--- config.mk ---
export PLATFORM = sky130hd
export DESIGN_NAME = press_waveform_gen
export DESIGN_NICKNAME = d
export VERILOG_FILES = /design/src/rtl/calc_btn_pkg.sv /design/src/rtl/press_waveform_gen_tick_counter.sv /design/src/rtl/press_waveform_gen.sv
export SDC_FILE = /design/constraint.sdc
export NUM_CORES = 1
export LEC_CHECK = 0
export ABC_AREA = 0
export CORE_AREA = 2 2 41 58
export DETAILED_ROUTE_END_ITERATION = 10
export DIE_AREA = 0 0 43 60
export GPL_TIMING_DRIVEN = 0
export SYNTH_ARGS = -nofsm -noshare
export SYNTH_HDL_FRONTEND = slang
export SYNTH_SLANG_ARGS = --single-unit
--- constraint.sdc ---
create_clock -name clk_db -period 3.4 [get_ports clk_db]
set_clock_uncertainty 0.1 [all_clocks]
set_input_delay 1.02 -clock clk_db [delete_from_list [all_inputs] [get_ports clk_db]]
set_output_delay 1.02 -clock clk_db [all_outputs]
set_load 0.02 [all_outputs]
--- src/rtl/calc_btn_pkg.sv ---
// Shared types and constants for the S2 button waveform generator.
package calc_btn_pkg;

    localparam int unsigned CNT_W = 8;

    localparam int unsigned DEF_SHORT_TICKS = 10;
    localparam int unsigned DEF_LONG_TICKS  = 150;
    localparam int unsigned DEF_GAP_TICKS   = 5;

    // Long presses must outlast the detector threshold plus edge latency.
    localparam int unsigned DETECT_THRESHOLD = 100;

    typedef enum logic [1:0] {
        IDLE  = 2'd0,
        PRESS = 2'd1,
        GAP   = 2'd2
    } state_t;

endpackage

--- src/rtl/press_waveform_gen_tick_counter.sv ---
// Clear/enable tick counter with an equality terminal-count flag.
module tick_counter
    import calc_btn_pkg::*;
(
    input  logic             clk,
    input  logic             rst_n,
    input  logic             clr,
    input  logic             en,
    input  logic [CNT_W-1:0] term,
    output logic             at_term
);

    logic [CNT_W-1:0] count;

    always_ff @(posedge clk or negedge rst_n) begin
        if (!rst_n) begin
            count <= '0;
        end else if (clr) begin
            count <= '0;
        end else if (en) begin
            count <= count + 1'b1;
        end
    end

    assign at_term = (count == term);

endmodule

--- src/rtl/press_waveform_gen.sv ---
// Button press waveform generator (short/long press then a low gap).
// Define PRESS_GEN_QUEUE_EN to add a one-entry pending request slot.
module press_waveform_gen
    import calc_btn_pkg::*;
#(
    parameter int unsigned SHORT_TICKS = DEF_SHORT_TICKS,
    parameter int unsigned LONG_TICKS  = DEF_LONG_TICKS,
    parameter int unsigned GAP_TICKS   = DEF_GAP_TICKS
) (
    input  logic clk_db,
    input  logic rst_n,
    input  logic req_valid,
    input  logic req_long,
    output logic req_ready,
    output logic btn_out,
    output logic busy,
    output logic done
);

    if (SHORT_TICKS < 1 || SHORT_TICKS > 99) begin : g_bad_short
        $error("SHORT_TICKS out of range 1..99");
    end
    if (LONG_TICKS < DETECT_THRESHOLD + 2 || LONG_TICKS > 255) begin : g_bad_long
        $error("LONG_TICKS out of range 102..255");
    end
    if (GAP_TICKS < 1 || GAP_TICKS > 255) begin : g_bad_gap
        $error("GAP_TICKS out of range 1..255");
    end

    localparam logic [CNT_W-1:0] SHORT_TERM = CNT_W'(SHORT_TICKS - 1);
    localparam logic [CNT_W-1:0] LONG_TERM  = CNT_W'(LONG_TICKS - 1);
    localparam logic [CNT_W-1:0] GAP_TERM   = CNT_W'(GAP_TICKS - 1);

    state_t           state;
    state_t           state_n;
    logic             long_q;
    logic             long_n;
    logic             done_n;
    logic             cnt_clr;
    logic             cnt_en;
    logic             at_term;
    logic [CNT_W-1:0] term;
    logic             hs;

`ifdef PRESS_GEN_QUEUE_EN
    logic pend_v;
    logic pend_l;
    logic pend_v_n;
    logic pend_l_n;

    assign req_ready = (state == IDLE) || !pend_v;
`else
    assign req_ready = (state == IDLE);
`endif

    assign hs = req_valid && req_ready;

    assign term = (state == GAP) ? GAP_TERM :
                  (long_q ? LONG_TERM : SHORT_TERM);

    tick_counter u_cnt (
        .clk     (clk_db),
        .rst_n   (rst_n),
        .clr     (cnt_clr),
        .en      (cnt_en),
        .term    (term),
        .at_term (at_term)
    );

    always_comb begin
        state_n = state;
        long_n  = long_q;
        done_n  = 1'b0;
        cnt_clr = 1'b0;
        cnt_en  = 1'b0;
`ifdef PRESS_GEN_QUEUE_EN
        pend_v_n = pend_v;
        pend_l_n = pend_l;
`endif
        unique case (state)
            IDLE: begin
                cnt_clr = 1'b1;
                if (hs) begin
                    state_n = PRESS;
                    long_n  = req_long;
                end
            end
            PRESS: begin
                if (at_term) begin
                    cnt_clr = 1'b1;
                    state_n = GAP;
                end else begin
                    cnt_en = 1'b1;
                end
`ifdef PRESS_GEN_QUEUE_EN
                if (hs) begin
                    pend_v_n = 1'b1;
                    pend_l_n = req_long;
                end
`endif
            end
            GAP: begin
                if (at_term) begin
                    cnt_clr = 1'b1;
                    done_n  = 1'b1;
                    state_n = IDLE;
`ifdef PRESS_GEN_QUEUE_EN
                    // Chain straight into the next press so the low
                    // time stays exactly one gap.
                    if (pend_v) begin
                        state_n  = PRESS;
                        long_n   = pend_l;
                        pend_v_n = 1'b0;
                    end else if (hs) begin
                        state_n = PRESS;
                        long_n  = req_long;
                    end
`endif
                end else begin
                    cnt_en = 1'b1;
`ifdef PRESS_GEN_QUEUE_EN
                    if (hs) begin
                        pend_v_n = 1'b1;
                        pend_l_n = req_long;
                    end
`endif
                end
            end
            default: begin
                cnt_clr = 1'b1;
                state_n = IDLE;
            end
        endcase
    end

    always_ff @(posedge clk_db or negedge rst_n) begin
        if (!rst_n) begin
            state <= IDLE;
        end else begin
            state <= state_n;
        end
    end

    always_ff @(posedge clk_db or negedge rst_n) begin
        if (!rst_n) begin
            long_q  <= 1'b0;
            btn_out <= 1'b0;
            busy    <= 1'b0;
            done    <= 1'b0;
        end else begin
            long_q  <= long_n;
            btn_out <= (state_n == PRESS);
            busy    <= (state_n != IDLE);
            done    <= done_n;
        end
    end

`ifdef PRESS_GEN_QUEUE_EN
    always_ff @(posedge clk_db or negedge rst_n) begin
        if (!rst_n) begin
            pend_v <= 1'b0;
            pend_l <= 1'b0;
        end else begin
            pend_v <= pend_v_n;
            pend_l <= pend_l_n;
        end
    end
`endif

endmodule

==> results of run 1 <==
==> kinds of logic after synthesis <==
| group | share of synthesized area (%) |
|---|---|
| muxes | 1.406 |
| adders and majority gates | 7.813 |
| xor gates and xnor gates | 7.656 |
| DFF | 43.75 |
| AOI/OAI and AO/OA | 12.19 |
| and+or+nand+nor | 24.38 |
| buffers and inverters | 2.812 |
==> how the worst max path moves through the flow <==
stage / startpoint / to / slack, ns / cells after the start
finish: state[1] / req_ready / 0.56 / 3
global route: state[1] / req_ready / 0.47 / 3
CTS: state[1] / req_ready / 0.55 / 3
detailed placement: state[1] / req_ready / 0.88 / 3
global placement: state[1] / req_ready / 0.88 / 3
floorplan: state[0] / state[0] / 1.37 / 7
==> report_power, final <==
group,switching (mW),leakage [nW],internal (mW),total [mW]
combinational,0.149,0.203,0.149,0.297
sequential,0.0455,0.183,0.208,0.254
clock,0.0604,0.0210,0.0654,0.126
==> layer usage <==
layer / wire, um / GRT usage, % / share of wire (%) / vias to the layer above
met5: 0 / 0 / 0 / -
met4: 36 / 7.792 / 2.3 / 0
met3: 55 / 2.115 / 3.5 / 3
met2: 786 / 24.03 / 50 / 9
met1: 691 / 17.29 / 44 / 285
li1: - / - / - / 308
==> cell usage after synthesis, types with 2 or more instances <==
library cell | number | area, sq um
a211o_1 | 2 | 17.52
a211oi_1 | 2 | 15.01
a21oi_1 | 4 | 20.02
and3_1 | 2 | 12.51
dfrtp_1 | 14 | 350.3
ha_1 | 5 | 62.56
inv_1 | 4 | 15.01
nand2_1 | 2 | 7.510
nand3_1 | 6 | 30.03
nor2_1 | 4 | 15.01
nor3b_1 | 8 | 60.06
nor4_1 | 2 | 12.51
or4_1 | 2 | 15.01
xnor2_1 | 2 | 17.52
xor2_1 | 5 | 43.79
==> registers in the layout, indices dropped and copies added (netlist names) <==
register and cells:
busy 1, done 1, state 2, u_cnt.count 8, long_q 1, btn_out 1
==> final cells by class <==
| cell class | instances | area, sq um |
|---|---|---|
| well taps | 22 | 27.53 |
| inverters | 4 | 15.01 |
| multi-input cells | 58 | 427.9 |
| repair buffers | 7 | 70.07 |
| flip-flops and latches | 14 | 350.3 |
| plain buffers | 1 | 7.507 |
| fillers | 208 | 1167 |
| clock buffers | 4 | 36.28 |
==> per-stage QoR <==
| stage | hold slack (ns) | area (sq um) |
|---|---|---|
| after floorplan | 0.4025 | 800.8 |
| after global placement | 0.4367 | 898.4 |
| after detailed placement | 0.4300 | 898.4 |
| after CTS | 0.4496 | 934.6 |
| after global routing | 0.4782 | 934.6 |
| final | 0.4454 | 934.6 |
==> impl_metrics.json, run 1 <==
{
  "cpMaxStageDelayCell": "clkdlybuf4s50_1",
  "clkTransAtPathRegs_ns": 0.09,
  "vias": 605,
  "r2r_end": "btn_out",
  "drive_gt1_share_pct": 7.955,
  "crit_family": "buffers and inverters",
  "timing.reg2reg.setup_slack_ns": 1.11,
  "synthCells": 77,
  "cts_made_buffers": 3,
  "critPathLaunchType": "register",
  "die_h_um": 60,
  "area_growth_pct": 16.72,
  "relSlewSlack_pct": 56.72,
  "hold_violations": 0,
  "instances_no_fill": 110,
  "setup_violations": 0,
  "die_area_sq_um": 2580,
  "htree_levels": 1,
  "worst_slew_pin_slew_ns": 0.6472,
  "ant_nets": 0,
  "portBuffers": 7,
  "dp_hpwl_um": 1157,
  "cts_resized": 0,
  "synth-seq-cells": 14,
  "clock_path_buffers": 2,
  "postCtsHoldBufs": 0,
  "outcome": "finished clean",
  "hp-start": "long_q",
  "p_leak_nw": 0.4075,
  "power_density_nw_per_um2": 724.4,
  "start_util_pct": 38.10,
  "cts_tree": "built",
  "post_drt_wl_per_cell_um": 14.26,
  "path_cells": "inv_1 -> ha_1 -> clkdlybuf4s50_1",
  "rsz0062_at_grt": "no",
  "period_share_pct": 83.44,
  "vias_per_cell": 5.500,
  "drtIter0Drc": 15,
  "layout_common_cells": "dfrtp_1 (14), nor3b_1 (8), clkdlybuf4s50_1 (7)",
  "utilization_pct": 44.46,
  "arrival_ns": 1.72,
  "reg2reg_from": "state[0]",
  "core_area_sq_um": 2102,
  "grt_max_degree": 15,
  "syn_area_per_cell_sq_um": 10.40,
  "num_antenna_cells": 0,
  "grt_pass1_vias": 594,
  "ys_warn_count": 0,
  "row_count": 20,
  "hold_depth": 1,
  "cts-root-buf": "clkbuf_4",
  "timing.setup.tns_ns": 0,
  "synth_nets": 86,
  "io_pins": 8,
  "ys.flop_type": "dfrtp_1",
  "nets": 98,
  "hold_class": "reg -> reg",
  "setup_slack_ns": 0.5630,
  "period_needed_ns": 2.837,
  "wl_um": 1569,
  "post-cts-setup-buffers": 0,
  "drt_drc_violations_left": 0,
  "cp-end-kind": "primary output",
  "place_worst_setup_slack_ns": 0.8812,
  "reg2regPathDepth": 7,
  "min_to": "long_q",
  "async_flop_share_pct": 100.0,
  "worstSetupPathType": "reg -> out",
  "firstDrtPassIters": 4,
  "cap_violations": 0,
  "grt_use_total_pct": 14.24,
  "maxSlewViolCount": 0,
  "dieWidth_um": 43,
  "grt_first_pass_wirelength_um": 2725,
  "dp.cells": 106,
  "antenna_found_initial": 0,
  "final_common_cell": "dfrtp_1",
  "cts_sinks": 14,
  "synth_cell_types": 28,
  "insertion_delay_ns": 0.29,
  "synth-edff-count": 0,
  "ys_seq_area_share_pct": 43.75,
  "gr-total-overflow": 0,
  "fmax_ghz": 0.3525,
  "cp_max_fo": 6,
  "routabilityCongestion": 0.8119,
  "cpPeakStageDelay_ns": 0.61,
  "critPathRequiredTime_ns": 2.28,
  "crit_buf_inv": 2,
  "power_mw": 0.6771,
  "peakVddDrop_mv": 0.2689,
  "netlist_area_sq_um": 800.8
}
Power figures use the tool's default switching activity.
==> run 2: changes to the inputs <==
==> constraint.sdc (replaced) <==
create_clock -name clk_db -period 2.6 [get_ports clk_db]
set_clock_uncertainty 0.1 [all_clocks]
set_input_delay 0.78 -clock clk_db [delete_from_list [all_inputs] [get_ports clk_db]]
set_output_delay 0.78 -clock clk_db [all_outputs]
set_load 0.02 [all_outputs]
==> run 2 against run 1 <==
Die area did not move. Register-to-register slack worse by 0.80 ns. Core utilization down 0.060 points. Highest routed layer unchanged.
==> impl_metrics.json, run 2 (same netlist as run 1, synthesis figures left out) <==
{
  "gr-total-overflow": 0,
  "combinationalPowerShare_pct": 43.5,
  "multi_input_area_sq_um": 427.9,
  "wl_met3_um": 56,
  "regArea_sq_um": 350.3,
  "clock_path_buffers": 2,
  "clockPowerShare_pct": 18.7,
  "fmax_ghz": 0.4306,
  "cap_violations": 0,
  "vias_per_cell": 5.500,
  "io_pins": 8,
  "routabilityCongestion": 0.8119,
  "rsz0062_at_grt": "no",
  "p_sw_share_pct": 37.86,
  "cp_max_fo": 6,
  "die_area_sq_um": 2580,
  "fill_cells": 209,
  "core_area_sq_um": 2102,
  "cts-root-buf": "clkbuf_4",
  "row_count": 20,
  "worst_slew_pin_slew_ns": 0.6472,
  "power_density_nw_per_um2": 941.4,
  "nets": 98,
  "dp_hpwl_um": 1157,
  "cp-end-kind": "primary output",
  "drive_gt1_share_pct": 7.955,
  "hold_class": "reg -> reg",
  "timing.reg2reg.setup_slack_ns": 0.31,
  "setup_violations": 0,
  "r2r_end": "btn_out",
  "period_needed_ns": 2.322,
  "firstDrtPassIters": 4,
  "relSlewSlack_pct": 56.72,
  "p_int_mw": 0.5461,
  "start_util_pct": 38.10,
  "p_leak_nw": 0.4090,
  "dr_wl_met2_um": 786,
  "cts_made_buffers": 3,
  "largest_reg_flops": 8,
  "outcome": "finished clean",
  "grt_use_total_pct": 14.24,
  "drt_drc_violations_left": 0,
  "cp-endpoint": "req_ready",
  "postCtsHoldBufs": 0,
  "reg2reg_from": "state[0]",
  "htree_levels": 1,
  "grt_max_degree": 15,
  "die_h_um": 60,
  "reg.largest.list": "u_cnt.count (8), state (2)",
  "hold_violations": 0,
  "clkTransAtPathRegs_ns": 0.09,
  "post_drt_wl_per_cell_um": 14.26,
  "antenna_found_initial": 0,
  "maxSlewViolCount": 0,
  "ant_nets": 0,
  "critPathRequiredTime_ns": 1.72,
  "wl_um": 1569,
  "reg2regPathDepth": 7,
  "layout_common_cells": "dfrtp_1 (14), nor3b_1 (8), nand3_1 (6), clkdlybuf4s50_1 (6)",
  "period_share_pct": 89.31,
  "pwr-share-seq_pct": 37.8,
  "critical_path.startpoint": "state[1]",
  "insertion_delay_ns": 0.29,
  "vias": 605,
  "final_common_cell": "dfrtp_1",
  "arrival_ns": 1.44,
  "wl_met1_um": 691,
  "peakVddDrop_mv": 0.3516,
  "critPathLaunchType": "register",
  "instances_no_fill": 110,
  "dp.cells": 106,
  "cts_sinks": 14,
  "area_growth_pct": 16.56,
  "portBuffers": 7,
  "power_switching_mw": 0.3326,
  "grt_pass1_vias": 594,
  "cts_tree": "built",
  "grt_first_pass_wirelength_um": 2725,
  "timing.setup.tns_ns": 0,
  "worstSetupPathType": "reg -> out",
  "top_layer": "met4",
  "drtIter0Drc": 15,
  "dieWidth_um": 43,
  "largest_register": "u_cnt.count",
  "num_antenna_cells": 0
}
[run 2: per-stage QoR]
step | instance area [sq um] | setup WS, ns | hold slack (ns) | power, mW | utilization, %
CTS | 933.4 | 0.2630 | 0.4496 | 0.8873 | 44.40
global route | 933.4 | 0.09839 | 0.4782 | 0.9526 | 44.40
global placement | 898.4 | 0.3246 | 0.4367 | 0.7152 | 42.74
finish | 933.4 | 0.2779 | 0.4454 | 0.8787 | 44.40
floorplan | 800.8 | 0.5720 | 0.3844 | 0.6092 | -
detailed placement | 898.4 | 0.3212 | 0.4300 | 0.7278 | 42.74
[run 2: routing by layer]
metal / vias up / track usage (%)
li1: 308 / -
met1: 285 / 17.29
met2: 9 / 24.03
met3: 3 / 2.115
met4: 0 / 7.792
met5: - / 0
[run 2: how the worst min path moves through the flow]
stage	depth (start not counted)	end	slack, ns	startpoint
global route	1	long_q	0.48	long_q
finish	1	long_q	0.45	long_q
global placement	1	long_q	0.44	long_q
floorplan	0	btn_out	0.38	rst_n
CTS	1	long_q	0.45	long_q
detailed placement	1	long_q	0.43	long_q
[run 2: cell type report]
cell class / instances / area share, %
Clock buffer: 4 / 3.887
Tap cell: 22 / 2.949
Buffer: 1 / 0.8043
Sequential cell: 14 / 37.53
Timing Repair Buffer: 7 / 7.373
Inverter: 4 / 1.609
Multi-Input combinational cell: 58 / 45.84
[run 2: worst max-delay path, cell delays in order, from the launching register on]
cell	delay, ns
dfrtp_1	0.42
inv_1	0.17
ha_1	0.22
dlygate4sd2_1	0.34
[run 2: power by group through the flow]
stage               Sequential, mW  Clock, mW  Combinational, mW
finish                       0.332      0.165              0.382
global route                 0.344      0.177              0.432
CTS                          0.332      0.170              0.385
detailed placement           0.337          0              0.391
global placement             0.336          0              0.380
floorplan                    0.344          0              0.265
[run 2: repair_timing]
action | CTS | global route
setup buffers | 0 | 0
endpoints found under the setup margin | 1 | 0
resized for setup | 1 | 0
endpoints found under the hold margin | 0 | 0
==> run 3: changes to the inputs <==
--- a/config.mk
+++ b/config.mk
@@ -10,6 +10,7 @@
 export DETAILED_ROUTE_END_ITERATION = 10
 export DIE_AREA = 0 0 43 60
 export GPL_TIMING_DRIVEN = 0
+export SKIP_LAST_GASP = 1
 export SYNTH_ARGS = -nofsm -noshare
 export SYNTH_HDL_FRONTEND = slang
 export SYNTH_SLANG_ARGS = --single-unit
==> results of run 3 <==
No change in the layout: final DEF, timing and power equal those of run 2.
==> RTL edit (flow settings as in run 3) <==
Add a define of `PRESS_GEN_QUEUE_EN`.
--- a/src/rtl/press_waveform_gen.sv
+++ b/src/rtl/press_waveform_gen.sv
@@ -1,5 +1,7 @@
 // Button press waveform generator (short/long press then a low gap).
 // Define PRESS_GEN_QUEUE_EN to add a one-entry pending request slot.
+`define PRESS_GEN_QUEUE_EN
+
 module press_waveform_gen
     import calc_btn_pkg::*;
 #(
Behaviour: not the same (a bounded check fails within 4 cycles, from zero or initial values and one cycle with rst_n low).
==> RTL edit against run 3 <==
Sequential cell count increased by 2. Routed wire length increased by 6.4%. Critical path type unchanged. Sequential power increased by 25%. Count of clock-buffer cells in the layout decreased by 1. Worst setup slack got worse by 0.13 ns. Total power increased by 13%. Area after synthesis increased by 20%. Design area increased by 16%.
==> RTL edit: results (changes against run 3) <==
Synthesis
  – Post-synth top cells: 16 x dfrtp_1, 15 x nor2_1, 7 x nand3_1, 6 x a21oi_1 (was 14 x dfrtp_1, 8 x nor3b_1, 6 x nand3_1, 5 x ha_1, 5 x xor2_1)
  – Syn_nets: 102 (was 86)
  – Syn Area/Cell: 10.3 sq um (was 10.4 sq um)
  – Post-synth top area share: 41.8% (was 43.8%)
  – Sequential share of the synthesized area: 41.8% (was 43.8%)

Outcome
  – Status: completed (unchanged)

Detailed routing
  – Metal3 WL: 33 um (was 56 um)
  – Iteration-0 DRC Markers: 18 (was 15)
  – Total Wirelength: 1.67 mm (was 1.57 mm)

Finish
  – Fin nets: 114 (was 98)
  – Layout cells sized above 1: 18.4% (was 7.95%)

GRT
  – First-pass GRT wire length: 3.13 mm (was 2.73 mm)
  – Tot GR Track Use: 16.1% (was 14.2%)
  – Met3 Use GR: 1.81% (was 2.11%)

Power
  – Combinational share of power: 45.8% (was 43.5%)
  – Switch share: 38.3% (was 37.9%)
  – Seq pwr: 414 uW (was 332 uW)

Place
  – Cell Area, Placed: 0.00105 sq mm (was 898 sq um)
  – Cells after DPL: 122 (was 106)

Timing
  – Max Clk Rate: 408 MHz (was 431 MHz)

Min path
  – Hold EP: pend_l (was long_q)

Clock network
  – Cells resized by post-CTS repair: 2 (was 1)
  – Worst-Skew Late Latency: 0.27 ns (was 0.29 ns)

Critical path
  – Flop2flop setup slack: 0.51 ns (was 0.31 ns)
  – Reg2reg end: long_q (was btn_out)
## RTL edit: changes by cell type in the layout (fill, tap and decap cells not counted), sizes merged, moves of 3 or more
cell,before,now
a21oi,4,7
nand2b,0,4
nor2,4,16
nor3b,8,1
## RTL edit: cell families (layout without fill, tap and decap cells)
logic type,after synthesis,in the layout,synth area share [%]
compound gates,15,15,11.0
xor+xnor,7,7,7.19
fa+ha+maj,5,5,6.54
buf+inv,6,16,2.88
flops,16,16,41.8
mux,4,4,5.36
simple gates,40,40,25.2
## RTL edit: layout make-up
class	instances	area (sq um)
plain buffers	2	12.5
fillers	215	1020
repair buffers	7	68.8
multi-input cells	71	532
flip-flops and latches	16	400
clock buffers	3	22.5
inverters	4	15.0
well taps	22	27.5
## RTL edit: worst max-delay path, stage by stage, from the launching register on
cell and delay, ns:
dfrtp_1 0.45, inv_1 0.10, ha_2 0.24, nand2b_1 0.16
dlygate4sd2_1 0.34
